$ cat src/rtl/div_pkg.sv
// div_pkg
// Shared definitions for the sequential signed divider:
//   state_t    - FSM state encodings (2-bit)
//   clog2()    - bit width needed to count 0..n-1
//   minValue() - most negative W-bit two's-complement value, zero-extended to 64 bits
package div_pkg;

  typedef enum logic [1:0] {
    ST_IDLE   = 2'd0,
    ST_DIVIDE = 2'd1,
    ST_FIXUP  = 2'd2
  } state_t;

  // Smallest v with 2**v >= n, with a floor of 1 so a counter always has at least one bit
  function automatic int clog2(input int n);
    int v;
    v = 1;
    for (int i = 1; i < 32; i++) begin
      if ((1 << v) < n) v = v + 1;
    end
    return v;
  endfunction

  // Only bit w-1 is set; callers truncate the result to w bits
  function automatic logic [63:0] minValue(input int w);
    return 64'd1 << (w - 1);
  endfunction

endpackage

$ cat src/rtl/div_if.sv
// div_if
// Start/valid handshake bundle between the arithmetic controller and the divider.
//   start      - request, honoured only while the divider is idle
//   a, b       - signed dividend / divisor (W bits)
//   busy       - divider is working
//   valid      - one-cycle pulse when q/r/dbz/ovf are updated
//   q, r       - signed quotient / remainder (W bits)
//   dbz, ovf   - divide-by-zero and MIN/-1 overflow flags for the current result
// master: controller side, slave: divider side.
interface div_if #(parameter int W = 4);

  logic         start;
  logic [W-1:0] a;
  logic [W-1:0] b;
  logic         busy;
  logic         valid;
  logic [W-1:0] q;
  logic [W-1:0] r;
  logic         dbz;
  logic         ovf;

  modport master (
    output start, a, b,
    input  busy, valid, q, r, dbz, ovf
  );

  modport slave (
    input  start, a, b,
    output busy, valid, q, r, dbz, ovf
  );

endinterface

$ cat src/rtl/div_step.sv
// div_step
// One restoring-division step, purely combinational.
//   i_rem     - current partial remainder (W+1 bits)
//   i_bit     - next dividend bit, MSB first
//   i_divisor - divisor magnitude (W bits, unsigned)
//   o_rem     - updated partial remainder
//   o_qBit    - quotient bit produced by this step
module div_step #(
  parameter int W = 4
) (
  input  logic [W:0]   i_rem,
  input  logic         i_bit,
  input  logic [W-1:0] i_divisor,
  output logic [W:0]   o_rem,
  output logic         o_qBit
);

  logic [W+1:0] w_trial;
  logic [W+1:0] w_diff;

  // The trial value is formed one bit wider than the remainder so the subtraction
  // borrow lands in the top bit; no borrow means trial >= divisor and the
  // difference is kept, otherwise the trial value is kept unchanged (restore).
  assign w_trial = {i_rem, i_bit};
  assign w_diff  = w_trial - {2'b00, i_divisor};
  assign o_qBit  = ~w_diff[W+1];
  assign o_rem   = o_qBit ? w_diff[W:0] : w_trial[W:0];

endmodule

$ cat src/rtl/div_sequential.sv
// div_sequential
// Sequential signed restoring divider, one quotient bit per clock, paired with the
// shift-add multiplier (same start/valid handshake and operand width).
//   clk   - clock, rising edge
//   rst_n - asynchronous active-low reset; aborts any division in flight
//   bus   - div_if slave: start/a/b in, busy/valid/q/r/dbz/ovf out
// Quotient truncates toward zero; remainder takes the sign of the dividend.
// Result appears W+1 edges after the accepting edge for every operand pair.
// W must match the parameter of the connected div_if.
module div_sequential
  import div_pkg::*;
#(
  parameter int W = 4
) (
  input logic  clk,
  input logic  rst_n,
  div_if.slave bus
);

  localparam int           CW       = clog2(W);
  localparam logic [W-1:0] MIN_VAL  = W'(minValue(W));
  localparam logic [W-1:0] ALL_ONES = '1;

  state_t        r_state;
  logic [CW-1:0] r_cnt;
  logic [W-1:0]  r_dvd;
  logic [W:0]    r_rem;
  logic [W-1:0]  r_dvs;
  logic [W-1:0]  r_aCap;
  logic          r_signQ;
  logic          r_signR;
  logic          r_dbzI;
  logic          r_ovfI;
  logic          r_busy;
  logic          r_valid;
  logic [W-1:0]  r_q;
  logic [W-1:0]  r_r;
  logic          r_dbz;
  logic          r_ovf;

  logic [W-1:0]  w_aMag;
  logic [W-1:0]  w_bMag;
  logic [W:0]    w_stepRem;
  logic          w_qBit;
  logic [W-1:0]  w_qSigned;
  logic [W-1:0]  w_rSigned;

  // Magnitudes are taken as unsigned W-bit values; negating MIN wraps back to
  // MIN, whose unsigned reading 2**(W-1) is exactly |MIN|.
  assign w_aMag = bus.a[W-1] ? -bus.a : bus.a;
  assign w_bMag = bus.b[W-1] ? -bus.b : bus.b;

  // The final remainder is always smaller than |b|, so its low W bits carry it fully.
  assign w_qSigned = r_signQ ? -r_dvd : r_dvd;
  assign w_rSigned = r_signR ? -r_rem[W-1:0] : r_rem[W-1:0];

  div_step #(.W(W)) u_step (
    .i_rem     (r_rem),
    .i_bit     (r_dvd[W-1]),
    .i_divisor (r_dvs),
    .o_rem     (w_stepRem),
    .o_qBit    (w_qBit)
  );

  // Control and datapath in one block. IDLE captures operands on start, DIVIDE
  // shifts the dividend out MSB-first while quotient bits fill its vacated LSBs,
  // and FIXUP applies signs or the special-case results and pulses valid.
  always_ff @(posedge clk or negedge rst_n) begin
    if (!rst_n) begin
      r_state <= ST_IDLE;
      r_cnt   <= '0;
      r_dvd   <= '0;
      r_rem   <= '0;
      r_dvs   <= '0;
      r_aCap  <= '0;
      r_signQ <= 1'b0;
      r_signR <= 1'b0;
      r_dbzI  <= 1'b0;
      r_ovfI  <= 1'b0;
      r_busy  <= 1'b0;
      r_valid <= 1'b0;
      r_q     <= '0;
      r_r     <= '0;
      r_dbz   <= 1'b0;
      r_ovf   <= 1'b0;
    end else begin
      case (r_state)
        ST_IDLE: begin
          r_valid <= 1'b0;
          if (bus.start) begin
            r_dvd   <= w_aMag;
            r_dvs   <= w_bMag;
            r_aCap  <= bus.a;
            r_signQ <= bus.a[W-1] ^ bus.b[W-1];
            r_signR <= bus.a[W-1];
            r_dbzI  <= (bus.b == '0);
            r_ovfI  <= (bus.a == MIN_VAL) && (bus.b == ALL_ONES);
            r_rem   <= '0;
            r_cnt   <= '0;
            r_busy  <= 1'b1;
            r_state <= ST_DIVIDE;
          end
        end

        ST_DIVIDE: begin
          r_rem <= w_stepRem;
          r_dvd <= {r_dvd[W-2:0], w_qBit};
          if (r_cnt == CW'(W - 1)) begin
            r_cnt   <= '0;
            r_state <= ST_FIXUP;
          end else begin
            r_cnt <= r_cnt + CW'(1);
          end
        end

        ST_FIXUP: begin
          r_busy  <= 1'b0;
          r_valid <= 1'b1;
          r_state <= ST_IDLE;
          if (r_dbzI) begin
            r_q   <= ALL_ONES;
            r_r   <= r_aCap;
            r_dbz <= 1'b1;
            r_ovf <= 1'b0;
          end else if (r_ovfI) begin
            r_q   <= MIN_VAL;
            r_r   <= '0;
            r_dbz <= 1'b0;
            r_ovf <= 1'b1;
          end else begin
            r_q   <= w_qSigned;
            r_r   <= w_rSigned;
            r_dbz <= 1'b0;
            r_ovf <= 1'b0;
          end
        end

        default: begin
          r_state <= ST_IDLE;
          r_cnt   <= '0;
          r_busy  <= 1'b0;
          r_valid <= 1'b0;
        end
      endcase
    end
  end

  assign bus.busy  = r_busy;
  assign bus.valid = r_valid;
  assign bus.q     = r_q;
  assign bus.r     = r_r;
  assign bus.dbz   = r_dbz;
  assign bus.ovf   = r_ovf;

endmodule

$ cat src/flat_wrapper.sv
// flat-port wrapper written by rule: the top's interface ports become plain ports
module div_sequential_flat import div_pkg::*;
#(
  parameter int W = 4
)
  (clk, rst_n, bus_start, bus_a, bus_b, bus_busy, bus_valid, bus_q, bus_r, bus_dbz, bus_ovf);
  div_if #(.W(W)) bus_i ();
  input logic clk;
  input logic rst_n;
  input wire logic [$bits(bus_i.start)-1:0] bus_start;
  input wire logic [$bits(bus_i.a)-1:0] bus_a;
  input wire logic [$bits(bus_i.b)-1:0] bus_b;
  output wire logic [$bits(bus_i.busy)-1:0] bus_busy;
  output wire logic [$bits(bus_i.valid)-1:0] bus_valid;
  output wire logic [$bits(bus_i.q)-1:0] bus_q;
  output wire logic [$bits(bus_i.r)-1:0] bus_r;
  output wire logic [$bits(bus_i.dbz)-1:0] bus_dbz;
  output wire logic [$bits(bus_i.ovf)-1:0] bus_ovf;
  assign bus_i.start = bus_start;
  assign bus_i.a = bus_a;
  assign bus_i.b = bus_b;
  assign bus_busy = bus_i.busy;
  assign bus_valid = bus_i.valid;
  assign bus_q = bus_i.q;
  assign bus_r = bus_i.r;
  assign bus_dbz = bus_i.dbz;
  assign bus_ovf = bus_i.ovf;
  div_sequential #(.W(W)) u_core (.clk(clk), .rst_n(rst_n), .bus(bus_i));
endmodule
$ cat config.mk
export PLATFORM = sky130hd
export DESIGN_NAME = div_sequential_flat
export DESIGN_NICKNAME = d
export VERILOG_FILES = /design/src/rtl/div_pkg.sv /design/src/rtl/div_if.sv /design/src/rtl/div_step.sv /design/src/rtl/div_sequential.sv /design/src/flat_wrapper.sv
export SDC_FILE = /design/constraint.sdc
export NUM_CORES = 1
export LEC_CHECK = 0
export ABC_AREA = 1
export CORE_MARGIN = 3
export CORE_UTILIZATION = 30
export CTS_CLUSTER_SIZE = 20
export DETAILED_ROUTE_END_ITERATION = 12
export DONT_BUFFER_PORTS = 1
export PLACE_DENSITY = 0.54
export SYNTH_ARGS = -nofsm -noshare
export SYNTH_HDL_FRONTEND = slang
export SYNTH_HIERARCHICAL = 1
export SYNTH_SLANG_ARGS = --single-unit
$ cat constraint.sdc
create_clock -name clk -period 1.55 [get_ports clk]
set_input_delay 0.465 -clock clk [delete_from_list [all_inputs] [get_ports clk]]
set_output_delay 0.465 -clock clk [all_outputs]
set_load 0.02 [all_outputs]
==> results of run 1 <==
==> final cells by class <==
cell class	instances	area (um^2)
flip-flops and latches	36	901
well taps	77	96.3
multi-input cells	178	1050
inverters	38	143
repair buffers	19	158
fillers	680	3980
clock buffers	7	86.3
clock inverters	1	7.51
==> Yosys cell counts <==
| cell | n |
|---|---|
| nand2_1 | 81 |
| dfrtp_1 | 36 |
| inv_1 | 32 |
| nand3_1 | 28 |
| o21ai_0 | 15 |
| ha_1 | 10 |
| nor2_1 | 10 |
| inv_2 | 6 |
| o211ai_1 | 6 |
| nor2_2 | 5 |
| xor2_1 | 5 |
| nand2_2 | 3 |
| a21oi_1 | 2 |
| buf_2 | 2 |
| nand3_2 | 2 |
| nand3b_1 | 2 |
| nand4_2 | 2 |
| a31oi_1 | 1 |
| fa_1 | 1 |
| nand4_1 | 1 |
| o211a_1 | 1 |
| o21a_1 | 1 |
| o21bai_1 | 1 |
| o31ai_1 | 1 |
==> metrics by stage <==
stage	power [uW]	setup slack (ps)	std cells
floorplan	3540	12.4	254
global placement	4140	-94.1	341
detailed placement	4180	-130	341
CTS	5190	-34.5	352
global route	5820	-205	356
finish	5290	-47.6	356
==> worst max-delay path: stages, from the launching register on <==
cell,delay [ps]
dfrtp_1,380
inv_1,60
ha_2,170
inv_2,40
fa_2,370
nand3_2,80
nand2_1,50
nand2_1,60
nand2_1,50
nand3_1,70
nand2_1,50
nand2_1,50
nand2_1,40
==> where the power goes <==
part	total [uW]	leakage (uW)	internal [uW]	switching (uW)
clock network	707	0.0000445	361	345
registers	1870	0.000448	1360	517
logic	2710	0.000746	1160	1550
total	5290	0.00124	2880	2420
==> metal layers <==
metal  global-route usage (%)  vias to the layer above
met5                        0                        -
met4                     4.60                        0
met3                     4.80                        8
met2                     19.1                       28
met1                     17.0                      758
li1                         -                      860
==> sequential cells by signal (all words and copies together) (netlist names) <==
name / cells
u_core/bus.r: 4
u_core/bus.q: 4
u_core/r_dvd: 4
u_core/r_dbzI: 1
u_core/bus.valid: 1
u_core/r_rem: 5
u_core/r_ovfI: 1
u_core/r_state: 2
u_core/bus.dbz: 1
u_core/r_cnt: 2
u_core/r_signQ: 1
u_core/bus.busy: 1
u_core/bus.ovf: 1
u_core/r_dvs: 4
u_core/r_aCap: 4
==> cells by family after synthesis <==
| family | after synthesis |
|---|---|
| AND/OR/NAND/NOR | 134 |
| buffers and inverters | 40 |
| flip-flops | 36 |
| AO/OA/AOI/OAI | 28 |
| adder cells (fa/ha/maj) | 11 |
| XOR/XNOR | 5 |
==> worst paths after layout <==
| path | start | endpoint | slack, ps | cells past startpoint |
|---|---|---|---|---|
| max in group asynchronous | rst_n | u_core/r_dvs[0] | 730 | 2 |
| min in group asynchronous | rst_n | u_core/bus.r[1] | 630 | 2 |
| min reg2reg | u_core/r_ovfI | u_core/r_ovfI | 490 | 2 |
| min | bus_b[1] | u_core/r_dvs[1] | 320 | 2 |
| max reg2reg | u_core/r_dvd[3] | u_core/r_rem[4] | -50 | 12 |
| max | u_core/r_dvd[3] | u_core/r_rem[4] | -50 | 12 |
==> timing repair <==
item	4_1_cts	5_1_grt
hold buffers	2	0
setup endpoints to repair	6	6
gates resized for setup	13	11
pin swaps	2	14
setup buffers	1	4
hold endpoints to repair	36	0
==> metrics.txt, run 1 <==
status finished with violations; failing checks negative setup slack; die area 0.00772 mm^2; Rows 29; drt total wl 4.52 mm; Via density 4.65; Worst Setup Start Kind flop; GRT Total Usage 12.8%; Post-Synth Adder-Cell Area 7.22%; aggregate global routing overflow 0; I/O Pins 23; Pleak 0.00124 uW; Yosys top cell by area dfrtp_1; Area Overhead vs Synth 21.7%; routed wl met2 1.97 mm; mux contribution to synthesized area 0%; antenna violations before repair 0; Layout Nets 300; worst hold margin 319 ps; ant diodes 0; DRC 0; pin count of the biggest net entering global routing 37; Cell variety after synth 24; GPL Wtd Cong 0.859; first-pass GRT wire length 7.58 mm; Worst Path Required 1730 ps; Gate Count Post-Synth 254; CTS tree built; ANT nets after route 0; clk_skew 6.80 ps; Area contributors post-synth dfrtp_1 (45%), nand2_1 (15%), nand3_1 (7.0%), ha_1 (6.2%), inv_1 (6.0%); Post-Synth XOR/XNOR Area 2.18%; Mapped Area 0.00201 mm^2; Die Ht 87.8 um; DR top layer met4; DP Area 0.00219 mm^2; sequential-to-total area share from yosys stat 44.8%; Synth Area in Compound Gates 8.41%; post-route clock period utilization 103%; syn avg cell area 7.91 um^2; crit end category flop; worst skew pair latency 290 ps; Crit Path Category reg -> reg; Core Util, Final 38.1%; TritonCTS Sinks 36; post-synth top area share 44.8%; Max Fanout on Critical Path 2; Hold Fails Final Rpt 0; Final min period 1600 ps; clk slew on worst S/H paths 70 ps; main combinational cell family by area after synthesis simple AND/OR/NAND/NOR gates; # H-tree levels 2; starting density of the core 31.3%; Max Clk Rate 626 MHz; vias 1654; Synth Area in Simple Gates 29.8%; CTS Root Cell clkbuf_8; post-DP HPWL 3.43 mm; vias in the first global route 1607; IO Port Bufs 0; DR iter-0 viols 101; unrepaired setup endpoints after global routing true; CTS buffer count 5; relative slew slack 73.6%; routed metal-1 wire length 2.21 mm; post-route setup TNS -82.7 ps; metal3 WL 273 um; WL per Instance 12.7 um; HP Class in -> reg; Longest Clk Path Bufs 2; Yosys warning count 6; die width 87.8 um; Slew Limit Fails 0; post-synthesis register bit count 36; commonest non-fill, non-tap cell in the layout nand2_1; Setup WS post-layout -47.6 ps; count of final setup violators 3; fin area 0.00245 mm^2; Synth Net Count 276; arrival time worst endpoint 1780 ps; drt first pass iters 4; Max Cap Viol 0; layout cells sized above 1 20.4%; Worst VDD drop 0.000496 V; Slew @ Worst Pin 396 ps; most frequent cells in the layout nand2_1 (78), dfrtp_1 (36), inv_1 (27), nand3_1 (27), buf_4 (17); pwr dens 2160 mW/mm^2; core area 0.00642 mm^2
(Power assumes the default switching activity.)
==> run 2: changes to the inputs <==
--- a/config.mk
+++ b/config.mk
@@ -6,7 +6,7 @@
 export NUM_CORES = 1
 export LEC_CHECK = 0
 export ABC_AREA = 1
-export CORE_MARGIN = 3
+export CORE_MARGIN = 1
 export CORE_UTILIZATION = 30
 export CTS_CLUSTER_SIZE = 20
 export DETAILED_ROUTE_END_ITERATION = 12
==> metrics.txt, run 2 (synthesis results as in run 1) <==
cell mode on critical path nand2_1; layout cells sized above 1 22.6%; clk_skew 7.15 ps; Die Ht 83.8 um; DP Cell Count 341; sequential cell area 901 um^2; CTS Root Cell clkbuf_8; Hold Fails Final Rpt 2; reg2reg start u_core/r_dvd[3]; Worst Path Required 1710 ps; Pleak 0.00125 uW; ANT nets after route 0; core area 0.00642 mm^2; commonest non-fill, non-tap cell in the layout nand2_1; max incr delay on CP 380 ps; FILL cells 664; starting density of the core 31.3%; CTS buffer count 5; pwr dens 2200 mW/mm^2; worst skew pair latency 290 ps; # H-tree levels 2; r2r endpoint u_core/r_rem[2]; IO Port Bufs 0; largest register by flop count u_core/r_rem; Layout Nets 300; first-pass GRT wire length 8.23 mm; aggregate global routing overflow 0; clk slew on worst S/H paths 80 ps; Net Switching 2500 uW; FF-to-FF setup slack -80 ps; Longest Clk Path Bufs 2; Switching Fraction 45.8%; CTS tree built; Layout Cells excl Fill 356; most frequent cells in the layout nand2_1 (79), dfrtp_1 (36), inv_1 (27); GPL Wtd Cong 0.845; DRC 2; WL per Instance 12.8 um; Worst VDD drop 0.000503 V; die area 0.00703 mm^2; Area Overhead vs Synth 23.5%; Critical path buffers and inverters 3; drt total wl 4.55 mm; vias 1673; Via density 4.70; crit path cell chain inv_1 > ha_2 > inv_2 > fa_2 > buf_4 > xor2_1 > nand3_1 > nand2_1 > nand2_1 > o21ai_1; DP Area 0.00219 mm^2; status finished with violations; relative slew slack 73.1%; count of final setup violators 6; slowest CP cell dfrtp_1; Max Fanout on Critical Path 2; unrepaired setup endpoints after global routing true; Rows 29; Worst Setup Start Kind flop; HP Class in -> async; Max Cap Viol 0; clock share of power 13.0%; antenna violations before repair 0; drt first pass iters 8; Largest register FFs 5; GRT Total Usage 14.6%; Crit Path Category reg -> reg; crit end category flop; Logic pwr share 52.6%; Max Clk Rate 613 MHz; Final min period 1630 ps; I/O Pins 23; failing checks design-rule violations, negative hold slack, negative setup slack; post-route clock period utilization 105%; Final Power 5460 uW; Reg2Reg Depth 10; ant diodes 0; area occupied by multi-input gates 0.00108 mm^2; TritonCTS Sinks 36; fin area 0.00248 mm^2; Slew @ Worst Pin 403 ps; arrival time worst endpoint 1790 ps; pin count of the biggest net entering global routing 37; vias in the first global route 1718; die width 83.8 um; instance count on the critical path 10; top cell family by delay on the critical path adder cells; worst hold margin -1.57 ps; post-DP HPWL 3.34 mm; Slew Limit Fails 0; Setup WS post-layout -80.3 ps; DR iter-0 viols 97; Reg power frac 34.4%; cell-internal power 2960 uW
==> run 2: cell count changes in the layout (fill, tap and decap cells not counted), moves of 2 or more <==
| cell | change |
|---|---|
| nand3_2 | +5 |
| o21ai_0 | -2 |
| nand3_1 | -5 |
| inv_2 | -2 |
| inv_4 | +2 |
| buf_6 | +2 |
==> run 2: power by group through the flow <==
stage	registers (uW)	clock network [uW]	logic, uW
after floorplan	1810	0	1730
after global placement	1860	0	2300
after detailed placement	1870	0	2300
after CTS	1870	732	2610
after global routing	1940	764	3300
final	1880	708	2870
==> run 2: routing by layer <==
layer  track usage [%]  wire length, um  share of wire [%]  vias up
met1              19.8             2320                 51      773
met5                 0                0                  0        -
met2              22.4             1970                 43       27
li1                  -                -                  -      866
met4              3.76               58                1.3        0
met3              4.75              211                4.6        7
==> run 2: layout make-up <==
class	count	area share, %
clock buffers	7	3.48
multi-input cells	178	43.5
inverters	38	5.95
flip-flops and latches	36	36.3
clock inverters	1	0.302
well taps	77	3.88
repair buffers	19	6.55
==> run 2: how the worst max path moves through the flow <==
stage | from | slack, ps | endpoint
6_report | u_core/r_dvd[3] | -80 | u_core/r_rem[2]
5_1_grt | u_core/r_dvd[3] | -170 | u_core/r_rem[2]
4_1_cts | u_core/r_dvd[3] | -60 | u_core/r_rem[4]
3_5_place_dp | u_core/r_rem[1] | -80 | u_core/r_rem[2]
3_3_place_gp | u_core/r_rem[1] | -50 | u_core/r_rem[2]
2_1_floorplan | u_core/r_dvd[3] | 10 | u_core/r_rem[4]
==> run 2: timing repair <==
item / in CTS / in global routing
hold endpoints to repair: 36 / 0
endpoints found under the setup margin: 6 / 7
resized for setup: 12 / 23
hold buffers: 1 / 0
buffers inserted: 4 / 3
cloned: 0 / 0
pin swaps: 5 / 15
==> run 2: through the flow <==
| step | setup slack [ps] | util, % | TNS, ps | hold WS (ps) |
|---|---|---|---|---|
| 4_1_cts | -61.2 | 37.4 | -209 | 5.49 |
| 2_1_floorplan | 12.4 | - | 0 | 169 |
| 3_3_place_gp | -48.1 | 34.1 | -249 | 171 |
| 5_1_grt | -167 | 38.7 | -903 | 5.45 |
| 3_5_place_dp | -81.1 | 34.1 | -372 | 171 |
| 6_report | -80.3 | 38.7 | -300 | -1.57 |
